===== src/rtl/muldiv_unit.sv =====
// muldiv_unit: iterative signed multiply/divide engine that owns the HI/LO
// registers of the EXE stage.
// - A start pulse in IDLE latches the operand magnitudes and signs.
// - RUN performs one shift-add or restoring-divide step per clock.
// - FIX applies the sign correction, writes hi/lo and pulses done.
// Ports:
//   clk      rising-edge clock
//   rst      asynchronous active-low reset
//   start    request strobe, sampled only in IDLE
//   op       0 = signed mult, 1 = signed div
//   a, b     rs / rt operands (multiplicand/dividend, multiplier/divisor)
//   busy     operation in progress (RUN or FIX)
//   done     one-cycle pulse; hi/lo are updated and valid
//   div_zero pulses with done when a div had b == 0 (hi/lo left unchanged)
//   hi, lo   architectural HI / LO registers
module muldiv_unit #(
    parameter int WIDTH = 32,
    parameter int CNT_W = 6
) (
    input  logic             clk,
    input  logic             rst,
    input  logic             start,
    input  logic             op,
    input  logic [WIDTH-1:0] a,
    input  logic [WIDTH-1:0] b,
    output logic             busy,
    output logic             done,
    output logic             div_zero,
    output logic [WIDTH-1:0] hi,
    output logic [WIDTH-1:0] lo
);

    typedef enum logic [1:0] {
        S_IDLE = 2'd0,
        S_RUN  = 2'd1,
        S_FIX  = 2'd2
    } state_t;

    state_t               r_state;
    state_t               w_state_nxt;
    logic                 r_op;
    logic                 r_sign_a;
    logic                 r_sign_b;
    logic                 r_divz;
    logic [CNT_W-1:0]     r_cnt;
    logic [WIDTH-1:0]     r_mag_b;
    // r_upper/r_lower form one 2*WIDTH shift register:
    //   mult: partial product high half / multiplier shifting out, product shifting in
    //   div : partial remainder / dividend shifting out, quotient shifting in
    logic [WIDTH-1:0]     r_upper;
    logic [WIDTH-1:0]     r_lower;

    logic [WIDTH:0]       w_mul_sum;
    logic [WIDTH:0]       w_div_shift;
    logic                 w_div_ge;
    logic [WIDTH-1:0]     w_div_sub;
    logic [WIDTH-1:0]     w_upper_nxt;
    logic [WIDTH-1:0]     w_lower_nxt;
    logic [2*WIDTH-1:0]   w_prod;
    logic [WIDTH-1:0]     w_quo;
    logic [WIDTH-1:0]     w_rem;

    function automatic logic [WIDTH-1:0] neg_w(input logic [WIDTH-1:0] x);
        return ~x + {{(WIDTH-1){1'b0}}, 1'b1};
    endfunction

    function automatic logic [2*WIDTH-1:0] neg_2w(input logic [2*WIDTH-1:0] x);
        return ~x + {{(2*WIDTH-1){1'b0}}, 1'b1};
    endfunction

    // The magnitude of the most negative value is 2^(WIDTH-1), which is still exact as an unsigned number.
    function automatic logic [WIDTH-1:0] abs_w(input logic [WIDTH-1:0] x);
        return x[WIDTH-1] ? neg_w(x) : x;
    endfunction

    // One iteration step for the selected operation.
    always_comb begin
        w_mul_sum   = {1'b0, r_upper} + (r_lower[0] ? {1'b0, r_mag_b} : {(WIDTH+1){1'b0}});
        w_div_shift = {r_upper, r_lower[WIDTH-1]};
        w_div_ge    = (w_div_shift >= {1'b0, r_mag_b});
        // When w_div_ge is set, the true difference is below the divisor, so the low WIDTH bits are exact.
        w_div_sub   = w_div_shift[WIDTH-1:0] - r_mag_b;
        if (r_op) begin
            w_upper_nxt = w_div_ge ? w_div_sub : w_div_shift[WIDTH-1:0];
            w_lower_nxt = {r_lower[WIDTH-2:0], w_div_ge};
        end else begin
            w_upper_nxt = w_mul_sum[WIDTH:1];
            w_lower_nxt = {w_mul_sum[0], r_lower[WIDTH-1:1]};
        end
    end

    // Sign correction applied in FIX.
    always_comb begin
        w_prod = {r_upper, r_lower};
        if (r_sign_a ^ r_sign_b) begin
            w_prod = neg_2w({r_upper, r_lower});
            w_quo  = neg_w(r_lower);
        end else begin
            w_quo  = r_lower;
        end
        if (r_sign_a) begin
            w_rem = neg_w(r_upper);
        end else begin
            w_rem = r_upper;
        end
    end

    // Next-state logic.
    always_comb begin
        w_state_nxt = r_state;
        case (r_state)
            S_IDLE: begin
                if (start) begin
                    w_state_nxt = (op && (b == {WIDTH{1'b0}})) ? S_FIX : S_RUN;
                end else begin
                    w_state_nxt = S_IDLE;
                end
            end
            S_RUN: begin
                if (r_cnt == CNT_W'(WIDTH-1)) begin
                    w_state_nxt = S_FIX;
                end else begin
                    w_state_nxt = S_RUN;
                end
            end
            S_FIX:   w_state_nxt = S_IDLE;
            default: w_state_nxt = S_IDLE;
        endcase
    end

    // State register and registered handshake outputs.
    always_ff @(posedge clk or negedge rst) begin
        if (!rst) begin
            r_state  <= S_IDLE;
            busy     <= 1'b0;
            done     <= 1'b0;
            div_zero <= 1'b0;
        end else begin
            r_state  <= w_state_nxt;
            busy     <= (w_state_nxt != S_IDLE);
            done     <= (r_state == S_FIX);
            div_zero <= (r_state == S_FIX) && r_divz;
        end
    end

    // Datapath: operand capture, iteration and the HI/LO write-back.
    always_ff @(posedge clk or negedge rst) begin
        if (!rst) begin
            r_op     <= 1'b0;
            r_sign_a <= 1'b0;
            r_sign_b <= 1'b0;
            r_divz   <= 1'b0;
            r_cnt    <= {CNT_W{1'b0}};
            r_mag_b  <= {WIDTH{1'b0}};
            r_upper  <= {WIDTH{1'b0}};
            r_lower  <= {WIDTH{1'b0}};
            hi       <= {WIDTH{1'b0}};
            lo       <= {WIDTH{1'b0}};
        end else begin
            case (r_state)
                S_IDLE: begin
                    if (start) begin
                        r_op     <= op;
                        r_sign_a <= a[WIDTH-1];
                        r_sign_b <= b[WIDTH-1];
                        r_divz   <= op && (b == {WIDTH{1'b0}});
                        r_cnt    <= {CNT_W{1'b0}};
                        r_mag_b  <= abs_w(b);
                        r_upper  <= {WIDTH{1'b0}};
                        r_lower  <= abs_w(a);
                    end
                end
                S_RUN: begin
                    r_upper <= w_upper_nxt;
                    r_lower <= w_lower_nxt;
                    r_cnt   <= r_cnt + {{(CNT_W-1){1'b0}}, 1'b1};
                end
                S_FIX: begin
                    // A divide by zero leaves HI/LO untouched.
                    if (!r_divz) begin
                        if (r_op) begin
                            hi <= w_rem;
                            lo <= w_quo;
                        end else begin
                            hi <= w_prod[2*WIDTH-1:WIDTH];
                            lo <= w_prod[WIDTH-1:0];
                        end
                    end
                end
                default: begin
                end
            endcase
        end
    end

endmodule

===== config.mk =====
export PLATFORM = sky130hd
export DESIGN_NAME = muldiv_unit
export DESIGN_NICKNAME = d
export VERILOG_FILES = /design/src/rtl/muldiv_unit.sv
export SDC_FILE = /design/constraint.sdc
export NUM_CORES = 1
export LEC_CHECK = 0
export ABC_AREA = 1
export BUFFER_PORTS_ARGS = -buffer_cell sky130_fd_sc_hd__buf_2
export CELL_PAD_IN_SITES_DETAIL_PLACEMENT = 0
export CELL_PAD_IN_SITES_GLOBAL_PLACEMENT = 1
export CORE_MARGIN = 5
export CORE_UTILIZATION = 44
export CTS_BUF_LIST = sky130_fd_sc_hd__clkbuf_8
export CTS_CLUSTER_DIAMETER = 50
export DETAILED_ROUTE_END_ITERATION = 10
export PLACE_DENSITY = 0.92
export SETUP_SLACK_MARGIN = 0.1
export SLEW_MARGIN = 10
export SYNTH_ARGS = -nofsm -noshare
export SYNTH_HDL_FRONTEND = slang
export SYNTH_SLANG_ARGS = --single-unit

===== constraint.sdc =====
create_clock -name clk -period 3 [get_ports clk]
set_input_delay 0.3 -clock clk [delete_from_list [all_inputs] [get_ports clk]]
set_output_delay 0.3 -clock clk [all_outputs]
set_load 0.02 [all_outputs]

### Word-level counts from Yosys, hierarchy flattened

Cells that the tools add are included.

| word-level totals | value |
|---|---|
| flip-flop bits (word level) | 175 |
| output and inout bits | 67 |
| bits of input ports | 68 |

| cells by class | value |
|---|---|
| bitwise operators | 7 |
| add/sub/neg operators | 8 |
| muxes and demuxes | 21 |
| eq/ne operators | 4 |
| magnitude comparators | 1 |
| reductions and logical operators | 9 |

Operator list:

| cell | number |
|---|---|
| 2-to-1 mux 32 bit | 12 |
| adder 32 x 1 -> 32 bit, second input constant | 4 |
| inverter 32 bit | 4 |
| case mux 32 bit (2 select lines) | 2 |
| adder 64 x 1 -> 64 bit, second input constant | 1 |
| 2-to-1 mux 64 bit | 1 |
| inverter 64 bit | 1 |
| adder 32 x 32 -> 33 bit | 1 |
| >= comparator 33 x 32 -> 1 bit | 1 |
| zero test 32 bit | 1 |
| subtractor 32 bit | 1 |
| case mux 6 bit (2 select lines) | 1 |
| adder 6 x 1 -> 6 bit, second input constant | 1 |
| == test 6 x 5 -> 1 bit, second input constant | 1 |
| 2-to-1 mux 2 bit | 3 |
| 2-to-1 mux 6 bit | 1 |
| AND reduction 2 bit | 3 |
| case mux 2 bit (2 select lines) | 1 |
| nonzero test 2 bit | 2 |
| == test 2 x 1 -> 1 bit, second input constant | 1 |
| == test 2 bit, second input constant | 1 |
| logical AND 1 bit | 2 |
| zero test 2 bit | 1 |
| inequality test 2 bit, second input constant | 1 |
| other kinds (2) | 2 |

### Longest topological paths before layout

Gate-level depths: netlist of the first run.

| depth | value |
|---|---|
| depth in word-level cells | 6 |
| gate-level depth with buffers | 22 |

### Least setup slack after synthesis of the first run

OpenSTA, ideal clock, no wires.

| timing path | value |
|---|---|
| path type | register to register |
| from | register r_lower[0] |
| to | register r_upper[29] |
| setup slack | 0.455 ns |
| arrival time | 2.429 ns |
| stages on the path, launching flop included | 22 |
| cells stage by stage | dfrtp_1 > buf_2 > clkbuf_1 > nand2_1 > inv_1 > ha_1 > inv_1 > fa_1 > inv_1 > nand3_1 > nand3_1 > nand2_1 > nand2_1 > nand2_1 > nand2_1 > nand2_1 > nand3_1 > nand3_1 > nand2_1 > inv_1 > nand2_1 > nand2_1 |

| between the ends | value |
|---|---|
| cells in the longest elaborated chain, start to end | 4 |

RTL lines:

| what | line | text |
|---|---|---|
| start: declaration | 51 | `logic [WIDTH-1:0] r_lower;` |
| start signal: assignment | 156 | `r_lower <= {WIDTH{1'b0}};` |
| start signal: assignment | 170 | `r_lower <= abs_w(a);` |
| start signal: assignment | 175 | `r_lower <= w_lower_nxt;` |
| 2-to-1 mux 32 bit | 78 | `w_mul_sum = {1'b0, r_upper} + (r_lower[0] ? {1'b0, r_mag_b} : {(WIDTH+1){1'b0}});` |
| adder 32 x 32 -> 33 bit | 78 |  |
| 2-to-1 mux 32 bit | 83 | `if (r_op) begin` |
| case mux 32 bit (2 select lines) | 160 | `case (r_state)` |
| end signal: assignment | 155 | `r_upper <= {WIDTH{1'b0}};` |
| end signal: assignment | 169 | `r_upper <= {WIDTH{1'b0}};` |
| end signal: assignment | 174 | `r_upper <= w_upper_nxt;` |
| end: declaration | 50 | `logic [WIDTH-1:0] r_upper;` |

Every way passes these cells.
A chain may end at the register's enable or synchronous reset.

### Worst setup path after layout of the first run

| timing path | value |
|---|---|
| from | register r_mag_b[5] |
| to | register r_upper[20] |

| between the ends | value |
|---|---|
| cells in the longest elaborated chain, start to end | 4 |
| elaborated cells on any way between the ends | 7 |
| those cells by class | add/sub: 2; order compare: 1; mux: 4 |

RTL lines:

| what | line | text |
|---|---|---|
| start: declaration | 46 | `logic [WIDTH-1:0] r_mag_b;` |
| start signal: assignment | 154 | `r_mag_b <= {WIDTH{1'b0}};` |
| start signal: assignment | 168 | `r_mag_b <= abs_w(b);` |
| 2-to-1 mux 32 bit, or another cell as far along | 78 |  |
| adder 32 x 32 -> 33 bit / 2-to-1 mux 32 bit (equally long branches) | 78, 84 |  |
| 2-to-1 mux 32 bit (*) | 83 |  |
| case mux 32 bit (2 select lines) (*) | 160 |  |

Mark *: on every way between the ends. The rest lies on a longest branch, timed or not.

==> metrics.txt, run 1 <==
status=completed; Finished Cell Area=between 15000 and 20000 um2; Cells after Synth=2989; Max Slew Vio Count=0; multi-input logic area=11100 um2; initial antenna violation count=0; Die Span Y=between 200 and 250 um; crit path kind=register to register; first-pass GRT wire length=about 110000 um; global placement routability congestion=1.05; vias in the first global route=18868; Util after Layout=0.491; Port Buffers=134; register area share after synthesis=0.251; RSZ-0062 raised after global routing=false; Place WS=0.315 ns; Syn-to-layout area delta=10.9%; Synth area leader=dfrtp_1; Total GRT Usage=0.315; Critical Path End Type=register; Tmin final=2.71 ns; H-Tree Depth=4; row cnt=73; TritonRoute pass-1 iters=8; Layout Nets=3256; Least-Margin Pin Slew=1.15 ns; Synth Flop Type=dfrtp_1; core area=39500 um2; Fin Hold WS=0.0439 ns; Final Non-Filler Cells=between 3000 and 4000; Worst setup SP type=register; Power Dens Cells=1320 nW/um2; maximum clock frequency=369 MHz; Final Hold Violating Endpoints=0; DR WL/cell=about 19 um; Setup TNS Final=0 ns; period utilization=0.902; detailed placement HPWL=57400 um; Yosys cell types=51; FFs w/ async S/R, synth=1.00; most common cell in the netlist=nand2_1; Worst Hold Class=input pin to register; CTS Buffer Depth=2; Synth area leaders=dfrtp_1, nand2_1, inv_1; layer with the highest usage=met2; area share of the largest cell type after synthesis=0.251; commonest cells in the netlist=nand2_1, inv_1, nor2_1, nand3_1, o21ai_0; synthesized area=17500 um2; final WL=70700 um; largest net degree at the start of global routing=110; GRT met1 Usage=0.423; Post-CTS Setup Inserts=0; CTS tree=done; Syn Nets=3128; die area=43800 um2; Clock Skews=approximately 0.025 ns; antenna viol nets, final=0; Clock Sink Count=175; DR vias/cell=5.50; vias=20091; clk slew on worst S/H paths=0.11 ns; Die Wd=approximately 210 um; M3 GR Usage=0.0528; Inst Count DP=3622; Iter 0 DRT Violations=2196; # setup viols final=0; Worst EP arrival=just over 3 ns; peak supply drop=0.470 mV; initial cell density of the core=0.442; Slew HR=0.233; global route overflow=0; Final Power=25.6 mW; Clock Latency Late Sink=between 0.5 and 0.6 ns; Max Fanout on Critical Path=29; max cap viols=0; clock root cell=clkbuf_8; met2 global-route usage=0.490; Fillers=4374; Top-Level Pins=135; Seq cells post-synth=175; Post-synth EDFFs=0; TritonCTS buffer count=17; layout cells sized above 1=0.0904; Post-Syn Area per Cell=roughly 5.8 um2; Final WS setup=~0.3 ns; Lkg Pwr=around 11 nW; total area of sequential cells=about 4400 um2; DP Area=19000 um2; drt drc=0; WP data required=3.41 ns; Yosys warnings=0
## area by class of cell
type                    count  share of cell area
clock buffers              18              0.0128
flip-flops and latches    175               0.226
clock inverters            14             0.00717
inverters                 423              0.0820
repair buffers            202              0.0641
multi-input cells        2298               0.573
diodes                      1            0.000129
well taps                 525              0.0339
## placed cells by master (no fill, tap or decap), drive strengths merged
| master | synthesis | routed |
|---|---|---|
| a2bb2oi | 3 | 3 |
| a31oi | 12 | 12 |
| diode | 0 | 1 |
| a32o | 1 | 1 |
| o21bai | 6 | 6 |
| and3 | 2 | 2 |
| nand3 | 270 | 270 |
| dlygate4sd3 | 0 | 1 |
| o21ai | 209 | 209 |
| ha | 69 | 69 |
| o211ai | 4 | 4 |
| o22ai | 3 | 3 |
| nand3b | 30 | 30 |
| nand2 | 1044 | 1044 |
| nor2 | 329 | 329 |
| o21a | 1 | 1 |
| a22o | 1 | 1 |
| clkinv | 0 | 3 |
| a21oi | 120 | 120 |
| fa | 2 | 2 |
| nand4 | 43 | 43 |
| inv | 423 | 434 |
| a22oi | 8 | 8 |
| clkbuf | 59 | 18 |
| nor3 | 26 | 26 |
| and2 | 5 | 5 |
| or2 | 6 | 6 |
| xor2 | 69 | 69 |
| o31ai | 2 | 2 |
| a311oi | 1 | 1 |
| buf | 34 | 201 |
| a21o | 5 | 5 |
| o41ai | 1 | 1 |
| dfrtp | 175 | 175 |
| a211oi | 1 | 1 |
| xnor2 | 18 | 18 |
| nor4 | 7 | 7 |
## kinds of logic (layout without fill, tap and decap cells)
family,count (synthesis),count (layout),synth area share
AOI/OAI and AO/OA,378,378,0.116
xor gates and xnor gates,87,87,0.0437
adders and majority gates,71,71,0.0518
buffers and inverters,516,657,0.114
DFF,175,175,0.251
other,0,1,0
and+or+nand+nor,1762,1762,0.424
## worst max-delay path, stage by stage, from the launching register on
cell and delay, ns:
dfrtp_1 0.57, inv_1 0.09, ha_1 0.37, nand2_1 0.12, nor2_2 0.19, nand3_1 0.11
nand3_2 0.15, nand2_2 0.07, nand2_2 0.08, nand3_4 0.11, nand2_8 0.23, buf_4 0.19
nand3_1 0.08, nand4_1 0.14, nand2_1 0.07
## power breakdown
part           total, mW  internal [mW]  switching [mW]
Sequential          4.57           3.38            1.19
Combinational       19.3           6.13            13.1
Clock               1.74          0.644            1.10
Total               25.6           10.2            15.4
## worst paths after layout
kind / slack [ns] / from / endpoint / depth (start not counted)
min: 0.04 / start / r_state[0] / 2
min in group asynchronous: 0.30 / rst / hi[19] / 3
max in group asynchronous: 2.06 / rst / r_op / 3
min reg2reg: 0.48 / hi[8] / hi[8] / 2
max reg2reg: 0.29 / r_mag_b[5] / r_upper[20] / 14
max: 0.29 / r_mag_b[5] / r_upper[20] / 14
## layer usage
| metal | vias to the layer above | part of all wire |
|---|---|---|
| li1 | 9728 | - |
| met1 | 9199 | 0.41 |
| met2 | 973 | 0.44 |
| met3 | 191 | 0.093 |
| met4 | 0 | 0.057 |
| met5 | - | 0 |
## what timing repair did
| item | 4_1_cts | 5_1_grt |
|---|---|---|
| endpoints found under the hold margin | 175 | 0 |
| hold buffers | 1 | 0 |
| resized for setup | 0 | 2 |
| endpoints found under the setup margin | 0 | 10 |
## registers in the layout, indices dropped and copies added, names as in the netlist
name,flops
r_op,1
r_lower,32
div_zero,1
r_sign_b,1
r_divz,1
busy,1
hi,32
r_sign_a,1
lo,32
r_state,2
done,1
r_cnt,6
r_upper,32
r_mag_b,32
(Power assumes the default switching activity.)
==> run 2: changes to the inputs <==
- GPL_TIMING_DRIVEN: unset -> 0
- MAX_ROUTING_LAYER: unset -> met4
==> run 2 against run 1 <==
Die area unchanged. Critical path type unchanged. Clock skew decreased by 0.0020 ns. Routed wire length increased by 12%. Fmax decreased by 4.2%. Highest routed layer unchanged. Critical path depth increased by 2. Non-clock buffer count increased by 50.
==> metrics.txt, run 2 (synthesis results as in run 1) <==
Total GRT Usage=0.363; Worst setup SP type=register; Top-Level Pins=135; Fin Hold WS=0.0218 ns; peak supply drop=0.432 mV; RSZ-0062 raised after global routing=true; most used cell, CP=nand2_1; largest net degree at the start of global routing=107; TritonCTS buffer count=17; WP data required=3.49 ns; layout cells sized above 1=0.100; vias in the first global route=approximately 19000; Layout Nets=3306; Port Buffers=134; Final Non-Filler Cells=3705; initial antenna violation count=0; Least-Margin Pin Slew=0.837 ns; Clock Sink Count=175; DR vias/cell=5.58; detailed placement HPWL=65200 um; global placement routability congestion=approximately 1.1; Fillers=4378; Clock Latency Late Sink=0.61 ns; Critical Path End Type=register; Max Fanout on Critical Path=10; clock root cell=clkbuf_8; Lkg Pwr=about 11 nW; max cap viols=0; clk slew on worst S/H paths=~0.12 ns; drt drc=0; maximum clock frequency=approximately 350 MHz; Worst path depth=16; Syn-to-layout area delta=12.7%; Finished Cell Area=19700 um2; Critical Path Max Stage Delay=0.39 ns; period utilization=0.941; Worst Path Buf+Inv=3; first-pass GRT wire length=117000 um; Inst Count DP=3649; crit path kind=register to register; initial cell density of the core=0.442; Clock Skews=0.0230 ns; vias=20686; core area=39500 um2; die area=43800 um2; CP Cell Sequence=buf_6 -> clkbuf_2 -> nand2_1 -> inv_1 -> ha_1 -> nand2_1 -> nor2_2 -> nand2_1 -> nor2_1 -> nand2_1 -> nand3_1 -> nand2_1 -> nor2_1 -> nor2_1 -> nand2_1 -> nand2_1; Final Hold Violating Endpoints=0; Max Slew Vio Count=0; most frequent cells in the layout=nand2_1, inv_1, nor2_1; DP Area=about 19000 um2; Worst Hold Class=input pin to register; Iter 0 DRT Violations=just over 2000; row cnt=73; WHS Path Cells=3; reg2reg path depth=16; antenna viol nets, final=0; Worst EP arrival=3.32 ns; Die Wd=209 um; Die Span Y=~210 um; CP delay by family, top=simple AND/OR/NAND/NOR gates; CTS tree=done; CP max-delay cell=dfrtp_1; Slew HR=0.442; TritonRoute pass-1 iters=10; Final WS setup=0.176 ns; # diodes=0; status=completed; Tmin final=2.82 ns; leading cell type in the layout, fill and taps excluded=nand2_1; final WL=79000 um; Place WS=-0.551 ns; global route overflow=0; Power Dens Cells=1340 nW/um2; DR WL/cell=21.3 um; Final Power=26.4 mW; CTS Buffer Depth=2; H-Tree Depth=4; # setup viols final=0
[run 2: cell count changes in the layout (fill, tap and decap cells not counted), moves of 6 or more]
cell,delta
ha_1,-9
clkbuf_1,+56
buf_4,-45
dfrtp_2,+22
buf_2,+21
nand2_1,-6
nor2_1,-6
dlygate4sd3_1,+7
buf_1,+9
ha_2,+8
nand2_2,+6
dfrtp_1,-21
[run 2: final timing paths]
kind / end / startpoint / slack [ns]
max in group asynchronous: r_upper[19] / rst / 1.81
max reg2reg: r_upper[26] / r_lower[0] / 0.18
min reg2reg: hi[3] / hi[3] / 0.49
min: r_mag_b[8] / b[8] / 0.02
min in group asynchronous: hi[19] / rst / 0.21
max: r_upper[26] / r_lower[0] / 0.18
[run 2: final cells by class]
cell class | instances | area [um2] | area share
clock buffers | 17 | 234 | 0.0119
multi-input cells | 2298 | 11200 | 0.572
plain buffers | 93 | 418 | 0.0213
flip-flops and latches | 175 | 4410 | 0.224
inverters | 423 | 1590 | 0.0809
repair buffers | 159 | 908 | 0.0462
clock inverters | 15 | 209 | 0.0106
well taps | 525 | 657 | 0.0334
[run 2: layer usage]
layer	global-route usage	wire length, um	vias to the layer above
met5	-	0	-
met2	0.574	36100	1003
li1	-	-	9841
met3	0.0534	6220	207
met4	0.171	4290	0
met1	0.461	32400	9635
[run 2: timing repair]
item	4_1_cts	5_1_grt
gates resized for setup	31	45
pin swaps	2	5
hold buffers	8	0
endpoints found under the setup margin	27	26
hold endpoints to repair	78	0
setup buffers	1	15
[run 2: power by group]
part           switching [mW]  internal, mW  total, mW
registers                1.65          3.40       5.05
clock network            1.21         0.728       1.94
logic                    13.3          6.12       19.5
[run 2: metrics by stage]
step,util,TNS [ns]
3_3_place_gp,0.476,-208.89
5_1_grt,0.498,0
6_report,0.498,0
4_1_cts,0.492,0
2_1_floorplan,-,0
3_5_place_dp,0.477,-4.35
[run 2: tightest hold or removal path: cells and delay by family]
family | cells | cell delay [ns]
compound gates | 1 | 0.06
buf+inv | 1 | 0.11
xor+xnor | 1 | 0.11
